`config.mk`:
```
export PLATFORM = sky130hd
export DESIGN_NAME = fetch_controller
export DESIGN_NICKNAME = d
export VERILOG_FILES = /design/src/rtl/fetch_controller.sv
export SDC_FILE = /design/constraint.sdc
export NUM_CORES = 1
export LEC_CHECK = 0
export ABC_AREA = 1
export ABC_CLOCK_PERIOD_IN_PS = 1900
export CAP_MARGIN = 20
export CORE_AREA = 2 2 83 85
export DETAILED_ROUTE_END_ITERATION = 6
export DIE_AREA = 0 0 85 87
export DONT_BUFFER_PORTS = 1
export GPL_TIMING_DRIVEN = 0
export PLACE_DENSITY = 0.65
export SYNTH_ARGS = -nofsm -noshare
export SYNTH_HDL_FRONTEND = slang
export SYNTH_SLANG_ARGS = --single-unit
```
`constraint.sdc`:
```
create_clock -name clk -period 1.9 [get_ports clk]
set_input_delay 0.19 -clock clk [delete_from_list [all_inputs] [get_ports clk]]
set_output_delay 0.19 -clock clk [all_outputs]
set_load 0.02 [all_outputs]
```
`src/rtl/fetch_controller.sv`:
```
// ---------------------------------------------------------------------------
// fetch_controller
//
// Sequencer for the instruction-fetch datapath. After reset it holds the PC
// at RESET_PC for a fixed boot delay. It then either accepts a program from
// an external loader into instruction memory (LOAD) or goes straight to
// fetching (RUN). Fetch stops on a debug halt request or when the halt
// instruction word is seen, and restarts on a debug resume. The PC adder,
// sign-extend and branch mux stay in the datapath. This block only drives
// the PC-register enables and the instruction-memory port controls.
//
// Ports
//   clk            system clock, rising edge
//   start_up_n     asynchronous active-low reset
//   load_en        sampled on the last IDLE cycle: 1 = LOAD, 0 = RUN
//   ld_valid       loader word valid
//   ld_ready       controller accepts loader words (LOAD and HALT)
//   ld_addr        loader byte address, expected word aligned
//   ld_data        loader data word
//   ld_last        final loader word (acted on in LOAD only)
//   instr          instruction read from memory at the current PC
//   branch_taken   branch decision from decode
//   dbg_halt_req   debug halt request (level)
//   dbg_resume     debug resume request (level)
//   pc_init        PC register loads RESET_PC
//   pc_en          PC register loads the next PC
//   npc_sel        branch select to the fetch mux, gated to RUN
//   mem_sel        memory address source: 0 = PC, 1 = loader
//   mem_we         instruction-memory write strobe
//   mem_addr       loader address passthrough
//   mem_din        loader data passthrough
//   fetch_valid    instr holds a valid fetched instruction this cycle
//   halted         controller is in HALT
//   halt_cause     00 none, 01 debug request, 10 halt word
//   ld_err         sticky flag: a misaligned loader write was dropped
//   fetch_count    instructions fetched in RUN, saturating
// ---------------------------------------------------------------------------
module fetch_controller #(
    parameter logic [31:0] RESET_PC   = 32'h0040_0020,
    parameter int unsigned BOOT_DELAY = 4,
    parameter logic [31:0] HALT_WORD  = 32'hFFFF_FFFF
) (
    input  logic        clk,
    input  logic        start_up_n,
    input  logic        load_en,
    input  logic        ld_valid,
    output logic        ld_ready,
    input  logic [31:0] ld_addr,
    input  logic [31:0] ld_data,
    input  logic        ld_last,
    input  logic [31:0] instr,
    input  logic        branch_taken,
    input  logic        dbg_halt_req,
    input  logic        dbg_resume,
    output logic        pc_init,
    output logic        pc_en,
    output logic        npc_sel,
    output logic        mem_sel,
    output logic        mem_we,
    output logic [31:0] mem_addr,
    output logic [31:0] mem_din,
    output logic        fetch_valid,
    output logic        halted,
    output logic [1:0]  halt_cause,
    output logic        ld_err,
    output logic [31:0] fetch_count
);

    typedef enum logic [1:0] {
        IDLE = 2'b00,
        LOAD = 2'b01,
        RUN  = 2'b10,
        HALT = 2'b11
    } state_e;

    localparam int CNT_W = (BOOT_DELAY > 1) ? $clog2(BOOT_DELAY) : 1;
    localparam logic [CNT_W-1:0] BOOT_LAST = CNT_W'(BOOT_DELAY - 1);

    localparam logic [1:0] CAUSE_NONE  = 2'b00;
    localparam logic [1:0] CAUSE_DEBUG = 2'b01;
    localparam logic [1:0] CAUSE_WORD  = 2'b10;

    state_e            state_q;
    logic [CNT_W-1:0]  bootCnt_q;
    logic [1:0]        haltCause_q;
    logic              skip_q;
    logic              ldErr_q;
    logic              ldErr_d;
    logic [31:0]       fetchCount_q;
    logic [31:0]       fetchCount_d;

    logic isIdle;
    logic isLoad;
    logic isRun;
    logic isHalt;
    logic ldAccept;
    logic ldAligned;
    logic haltWordHit;

    // State decodes shared by the output logic and the sequencer below.
    assign isIdle = (state_q == IDLE);
    assign isLoad = (state_q == LOAD);
    assign isRun  = (state_q == RUN);
    assign isHalt = (state_q == HALT);

    // The loader port is open in LOAD and in HALT, so a debugger can patch
    // memory while fetch is stopped. The memory controls follow the loader
    // inputs in the same cycle so the write lands on this clock edge. A
    // misaligned address still counts as an accept, but its write is dropped.
    assign ld_ready  = isLoad | isHalt;
    assign ldAccept  = ld_valid & ld_ready;
    assign ldAligned = (ld_addr[1:0] == 2'b00);
    assign mem_sel   = ldAccept;
    assign mem_we    = ldAccept & ldAligned;
    assign mem_addr  = ldAccept ? ld_addr : 32'h0;
    assign mem_din   = ldAccept ? ld_data : 32'h0;

    // Halt-word detection is masked for one RUN cycle after a resume from a
    // halt-word stop. Without this mask the PC could never step past the
    // halt word it is parked on.
    assign haltWordHit = isRun & (instr == HALT_WORD) & ~skip_q;

    // The PC is pinned to the boot address until fetch starts. On a
    // halt-word hit the PC must not advance, so the halt word stays at the
    // PC for the resume step.
    assign pc_init     = isIdle | isLoad;
    assign pc_en       = isRun & ~haltWordHit;
    assign fetch_valid = isRun;
    assign npc_sel     = isRun & branch_taken;
    assign halted      = isHalt;
    assign halt_cause  = haltCause_q;
    assign ld_err      = ldErr_q;
    assign fetch_count = fetchCount_q;

    // Next values for the fetch counter and the sticky loader error. The
    // halt-word fetch is not counted, and the counter holds at all-ones
    // rather than wrapping.
    always_comb begin
        fetchCount_d = fetchCount_q;
        if (isRun && !haltWordHit && (fetchCount_q != 32'hFFFF_FFFF)) begin
            fetchCount_d = fetchCount_q + 32'd1;
        end
        ldErr_d = ldErr_q | (ldAccept & ~ldAligned);
    end

    // Main sequencer. IDLE runs the boot delay and then picks LOAD or RUN
    // from load_en. LOAD waits for the last loader word. In RUN a halt word
    // takes priority over a debug request. A debug request lets its own
    // cycle fetch normally, and only then enters HALT. HALT ignores resume
    // while the halt request is still asserted.
    always_ff @(posedge clk or negedge start_up_n) begin
        if (!start_up_n) begin
            state_q      <= IDLE;
            bootCnt_q    <= '0;
            haltCause_q  <= CAUSE_NONE;
            skip_q       <= 1'b0;
            ldErr_q      <= 1'b0;
            fetchCount_q <= 32'h0;
        end else begin
            fetchCount_q <= fetchCount_d;
            ldErr_q      <= ldErr_d;
            case (state_q)
                IDLE: begin
                    bootCnt_q <= bootCnt_q + CNT_W'(1);
                    if (bootCnt_q == BOOT_LAST) begin
                        state_q <= load_en ? LOAD : RUN;
                    end
                end
                LOAD: begin
                    if (ldAccept && ld_last) begin
                        state_q <= RUN;
                    end
                end
                RUN: begin
                    skip_q <= 1'b0;
                    if (haltWordHit) begin
                        haltCause_q <= CAUSE_WORD;
                        state_q     <= HALT;
                    end else if (dbg_halt_req) begin
                        haltCause_q <= CAUSE_DEBUG;
                        state_q     <= HALT;
                    end
                end
                HALT: begin
                    if (dbg_resume && !dbg_halt_req) begin
                        state_q     <= RUN;
                        haltCause_q <= CAUSE_NONE;
                        skip_q      <= (haltCause_q == CAUSE_WORD);
                    end
                end
                default: begin
                    state_q <= IDLE;
                end
            endcase
        end
    end

endmodule

```
==> results.toml, run 1 <==
[detailed_routing]
drt-total-wl_mm = 10.1
drc = 0
antenna_left = 0
wl_per_cell_um = 15.8
vias_per_cell = 5.18
vias = 3302
drtIter0Drc = 204
firstDrtPassIters = 5

[worst_setup_path]
critPathLaunchType = "flip-flop"
cpPeakStageDelay_ns = 0.51
arrival_ns = 2.01
cp.required_ns = 2.09
cpMaxStageDelayCell = "dfrtp_2"
path_buf_inv = 3
critical_path.top_delay_family = "simple AND/OR/NAND/NOR gates"
crit_chain = "ha_4, nand3_4, inv_4, nand2_4, nor2_4, nand3_2, nand3_4, inv_4, buf_6, nand2_1, nand2_1"
path_max_fanout = 10
end_kind = "flip-flop"
crit_type = "reg -> reg"

[floorplanning]
dieHeight_um = 87
die_area_mm2 = 0.00740
rows = 30
start_util_pct = 47.9
die_w_um = 85
io_pins = 211
core_area_mm2 = 0.00657

[grt]
overflow = 0
grt_pass1_vias = 2951
grt_pass1_wl_mm = 15.1
antenna_found_initial = 0
grt_max_degree = 41
grt_use_total_pct = 26.1

[sta]
min_period_over_period_pct = 95.6
slew_headroom_pct = 61.1
fin_crit_ns = 1.82
hold_viol_final = 0
max_freq_ghz = 0.551
setup_viol = 0
worst_slew_pin_slew_ns = 0.581
holdWs_ns = 0.0440
slew_violations = 0
skew_ns = 0.00597

[power]
p_total_w = 0.00362
p_leak_nw = 1.89
vdd_drop_max_mv = 0.524
cellPowerDensity_mw_per_mm2 = 973

[cts]
cts_buffers = 5
clk_pin_slew_ns = 0.08
h-tree-depth = 2
cts_tree = "built"
clock-sinks = 40
clk_latency_ns = 0.30
clk_root_buffer_cell = "clkbuf_8"
cts_buffer_depth = 2

[logic_synthesis]
synth_most_common_cell = "nand2_1"
yosysWarnings = 0
netlist.area_leader.share_pct = 31.8
syn-num-nets = 644
yosys-top-cells-area = "dfrtp_1, nand2_1, nor2_1, inv_1, xor2_1"
synth_cell_type_count = 26
synthCells = 538
avgSynthCellArea_um2 = 5.85
ys_seq_elements = 40
synth_edf_count = 0
synthFlopType = "dfrtp_1"
ys_async_sr_fraction_pct = 100
yosysSeqAreaShare_pct = 31.8
yosysTopAreaCell = "dfrtp_1"
synthesis.area_mm2 = 0.00315
synthTopCellsByCount = "nand2_1, nor2_1, inv_1"

[cells_and_area]
nets = 662
drive_above_1_share_pct = 15.4
layout.area.seq_mm2 = 0.00102
final_util_pct = 56.6
diodes = 0
synthToLayoutAreaGrowth_pct = 18.2
fillerInstances = 641
multi_input_area_mm2 = 0.00195

[placed_design]
hpwl_mm = 8.15
io_buffers = 0
gp_congestion = 0.920

[job]
maxCapViolations = 0

[outcome]
status = "finished, final reports clean"

[worst_hold_path]
hp-class = "in -> reg"
per-stage QoR:
stage               instances  setup WS [ns]  TNS, ns  area [um2]
floorplan                 538         0.0709        0        3150
global placement          618         -0.245    -6.82        3250
detailed placement        618         -0.277    -7.61        3250
CTS                       630        -0.0274   -0.144        3490
global route              637        -0.0112  -0.0470        3720
finish                    637         0.0841        0        3720
worst register-to-register path: cells and delay by family, from the launching register on:
family / cells / cell delay [ns]
fa+ha+maj: 1 / 0.20
buf+inv: 3 / 0.33
flops: 1 / 0.51
simple gates: 7 / 0.67
state kept, by name, summed over array words and instances (netlist names):
register	flops
fetch_count	32
skip_q	1
state_q	2
ld_err	1
halt_cause	2
bootCnt_q	2
cell type report:
class | count | share of cell area, %
Multi-Input combinational cell | 392 | 52.5
Buffer | 13 | 2.76
Timing Repair Buffer | 11 | 2.62
Sequential cell | 40 | 27.5
Tap cell | 80 | 2.69
Inverter | 93 | 9.52
Clock buffer | 8 | 2.42
logic make-up after synthesis:
family	count (synthesis)	synth area share, %
simple gates	362	47.2
buf+inv	106	13.6
flops	40	31.8
xor+xnor	17	4.73
compound gates	11	1.91
fa+ha+maj	2	0.795
path summary, 6_finish.rpt:
kind,from,endpoint,slack (ns),cells after the start
worst max-delay path,fetch_count[0],fetch_count[4],0.08,11
worst min-delay path,dbg_halt_req,halt_cause[0],0.04,2
worst max register to register,fetch_count[0],fetch_count[4],0.08,11
worst min register to register,bootCnt_q[1],bootCnt_q[1],0.48,2
max in group asynchronous,start_up_n,fetch_count[19],1.31,2
min in group asynchronous,start_up_n,skip_q,0.36,2
placed cells by master, fill, tap and decap left out, types with 5 or more instances in the layout:
cell,count
dfrtp_2,16
nor2_1,88
nand3b_1,8
nor2_4,25
nand2_1,198
nor3_1,6
inv_1,90
nand4_1,7
dfrtp_1,24
o21ai_0,7
buf_6,6
xnor2_1,5
nor2_2,8
clkbuf_1,6
buf_4,11
xor2_1,12
clkbuf_8,6
nand3_1,13
layer usage:
metal | up-vias | track usage [%] | share of wire (%)
met5 | - | 0 | 0
met4 | 0 | 4.47 | 0.90
met3 | 9 | 4.83 | 7.4
met2 | 151 | 44.1 | 48
met1 | 1517 | 35.6 | 44
li1 | 1625 | - | -
power by group:
part	leakage [nW]	internal [W]	switching [W]
clock network	0.0455	0.000296	0.000300
registers	0.510	0.000970	0.000228
logic	1.33	0.000512	0.00131
repair_timing:
action / 4_1_cts / 5_1_grt
gates resized for setup: 38 / 57
endpoints found under the hold margin: 40 / 0
hold buffers: 2 / 0
setup buffers: 2 / 7
setup endpoints to repair: 63 / 62
pin swaps: 1 / 2
Note: power is estimated with default switching activity, not from simulation.
==> run 2: changes to the inputs <==
--- a/config.mk
+++ b/config.mk
@@ -8,12 +8,13 @@
 export ABC_AREA = 1
 export ABC_CLOCK_PERIOD_IN_PS = 1900
 export CAP_MARGIN = 20
-export CORE_AREA = 2 2 83 85
+export CORE_AREA = 2 2 82 84
 export DETAILED_ROUTE_END_ITERATION = 6
-export DIE_AREA = 0 0 85 87
+export DIE_AREA = 0 0 84 86
 export DONT_BUFFER_PORTS = 1
 export GPL_TIMING_DRIVEN = 0
-export PLACE_DENSITY = 0.65
+export PLACE_DENSITY = 0.67
+export REMOVE_ABC_BUFFERS = 1
 export SYNTH_ARGS = -nofsm -noshare
 export SYNTH_HDL_FRONTEND = slang
 export SYNTH_SLANG_ARGS = --single-unit
==> results.toml, run 2 (synthesis gave the netlist of run 1 again) <==
[outcome]
status = "complete, but fails checks"
violations = "negative setup slack"

[cells_and_area]
layout.area.seq_mm2 = 0.00102
finish.instance_area_mm2 = 0.00353
layout_commonest_cell = "nand2_1"
largest_register_ffs = 32
fillerInstances = 657
drive_above_1_share_pct = 11.0
final_cells = 621
synthToLayoutAreaGrowth_pct = 12.3
mostFrequentLayoutCells = "nand2_1, nor2_1, inv_1, dfrtp_1, dfrtp_2"
nets = 648
multi_input_area_mm2 = 0.00182

[power]
p_comb_share_pct = 45.4
p_total_w = 0.00368
p_switching_w = 0.00184
p_leak_nw = 1.86
switching_share_pct = 50.0
sequentialPowerShare_pct = 33.5
cellPowerDensity_mw_per_mm2 = 1040
vdd_drop_max_mv = 0.845
p_clk_share_pct = 21.1
p_int_w = 0.00184

[cts]
h-tree-depth = 2
cts_buffers = 5
clock-sinks = 40
clk_pin_slew_ns = 0.08
clk_latency_ns = 0.29
clk_root_buffer_cell = "clkbuf_8"
cts_tree = "built"
cts_buffer_depth = 2

[worst_setup_path]
cpPeakStageDelay_ns = 0.51
r2r.worst_path.cells = 10
cp.required_ns = 1.71
end_kind = "primary output"
arrival_ns = 1.72
path_max_fanout = 62
crit_type = "reg -> out"
critPathLaunchType = "flip-flop"
cpMaxStageDelayCell = "nor2_1"
crit_chain = "nand2_2, buf_12, nor2_1"

[floorplanning]
die_area_mm2 = 0.00722
io_pins = 211
rows = 29
dieHeight_um = 86
die_w_um = 84
start_util_pct = 50.1
core_area_mm2 = 0.00628

[grt]
grt_use_total_pct = 33.1
overflow = 0
grt_max_degree = 63
grt_pass1_vias = 3158
antenna_found_initial = 1
grt_pass1_wl_mm = 18.0

[detailed_routing]
drt-total-wl_mm = 11.8
drtIter0Drc = 215
wl_per_cell_um = 19.0
vias = 3337
antenna_left = 0
firstDrtPassIters = 4
drc = 0
vias_per_cell = 5.37

[sta]
slew_violations = 0
worst_slew_pin_slew_ns = 0.632
slew_headroom_pct = 57.7
skew_ns = 0.00992
hold_viol_final = 0
min_period_over_period_pct = 101
rsz0062_at_grt = "true"
worst_slack_ns = -0.0118
fin_crit_ns = 1.91
setup_viol = 2
holdWs_ns = 0.0518
max_freq_ghz = 0.523

[placed_design]
dp.cells = 603
pre_cts_slack_ns = -0.526
hpwl_mm = 9.46
post_dp_cell_area_mm2 = 0.00319
io_buffers = 0
gp_congestion = 0.941

[worst_hold_path]
hp-class = "in -> reg"
holdPathStages = 2

[job]
maxCapViolations = 0
-- run 2: changes by cell type in the layout (fill, tap and decap cells not counted), moves of 4 or more --
cell      delta
buf_4        -7
nor2_1      +20
clkbuf_1     -6
buf_6        -5
nor2_4      -24
nor2_2       +4
-- run 2: per-stage QoR --
stage,setup TNS [ns],utilization (%)
2_1_floorplan,-22.37,-
3_3_place_gp,-68.60,50.4
3_5_place_dp,-15.06,50.8
4_1_cts,0,54.8
5_1_grt,-0.777,56.2
6_report,-0.0236,56.3
-- run 2: final cells by class --
type                       instances  share of cell area (%)
clock inverter                     1                   0.850
antenna                            1                  0.0708
tap                               77                    2.73
clock buffer                       7                    2.73
multi-input combinational        393                    51.6
timing repair buffer               9                    3.01
inverter                          93                    10.2
sequential                        40                    28.8
-- run 2: repair_timing --
action / in CTS / in global routing
hold buffers: 2 / 0
gates resized for setup: 16 / 27
endpoints found under the setup margin: 68 / 51
setup buffers: 3 / 3
cloned: 1 / 0
hold endpoints to repair: 40 / 0
pin swaps: 2 / 2
-- run 2: per-layer routing --
metal | part of all wire, % | global-route usage [%]
met2 | 43 | 50.8
met5 | 0 | 0
met1 | 41 | 41.1
met3 | 15 | 18.4
met4 | 1.1 | 7.33
-- run 2: power groups by stage --
stage          clock network, W  logic, W  registers (W)
2_1_floorplan                 0   0.00111        0.00117
3_3_place_gp                  0   0.00139        0.00121
3_5_place_dp                  0   0.00143        0.00122
4_1_cts                0.000796   0.00157        0.00122
5_1_grt                0.000821   0.00180        0.00126
6_report               0.000776   0.00167        0.00123
-- run 2: worst paths after layout --
check / start / endpoint / slack, ns
min in group asynchronous: start_up_n / fetch_count[20] / 0.35
max reg2reg: fetch_count[0] / fetch_count[5] / 0.09
min: dbg_halt_req / halt_cause[0] / 0.05
max: state_q[0] / mem_din[17] / -0.01
max in group asynchronous: start_up_n / fetch_count[19] / 1.31
min reg2reg: bootCnt_q[0] / bootCnt_q[0] / 0.49
-- run 2: critical path, delay by kind of cell, from the launching register on --
kind,cells,cell delay (ns)
and+or+nand+nor,2,0.68
DFF,1,0.50
buffers and inverters,1,0.23
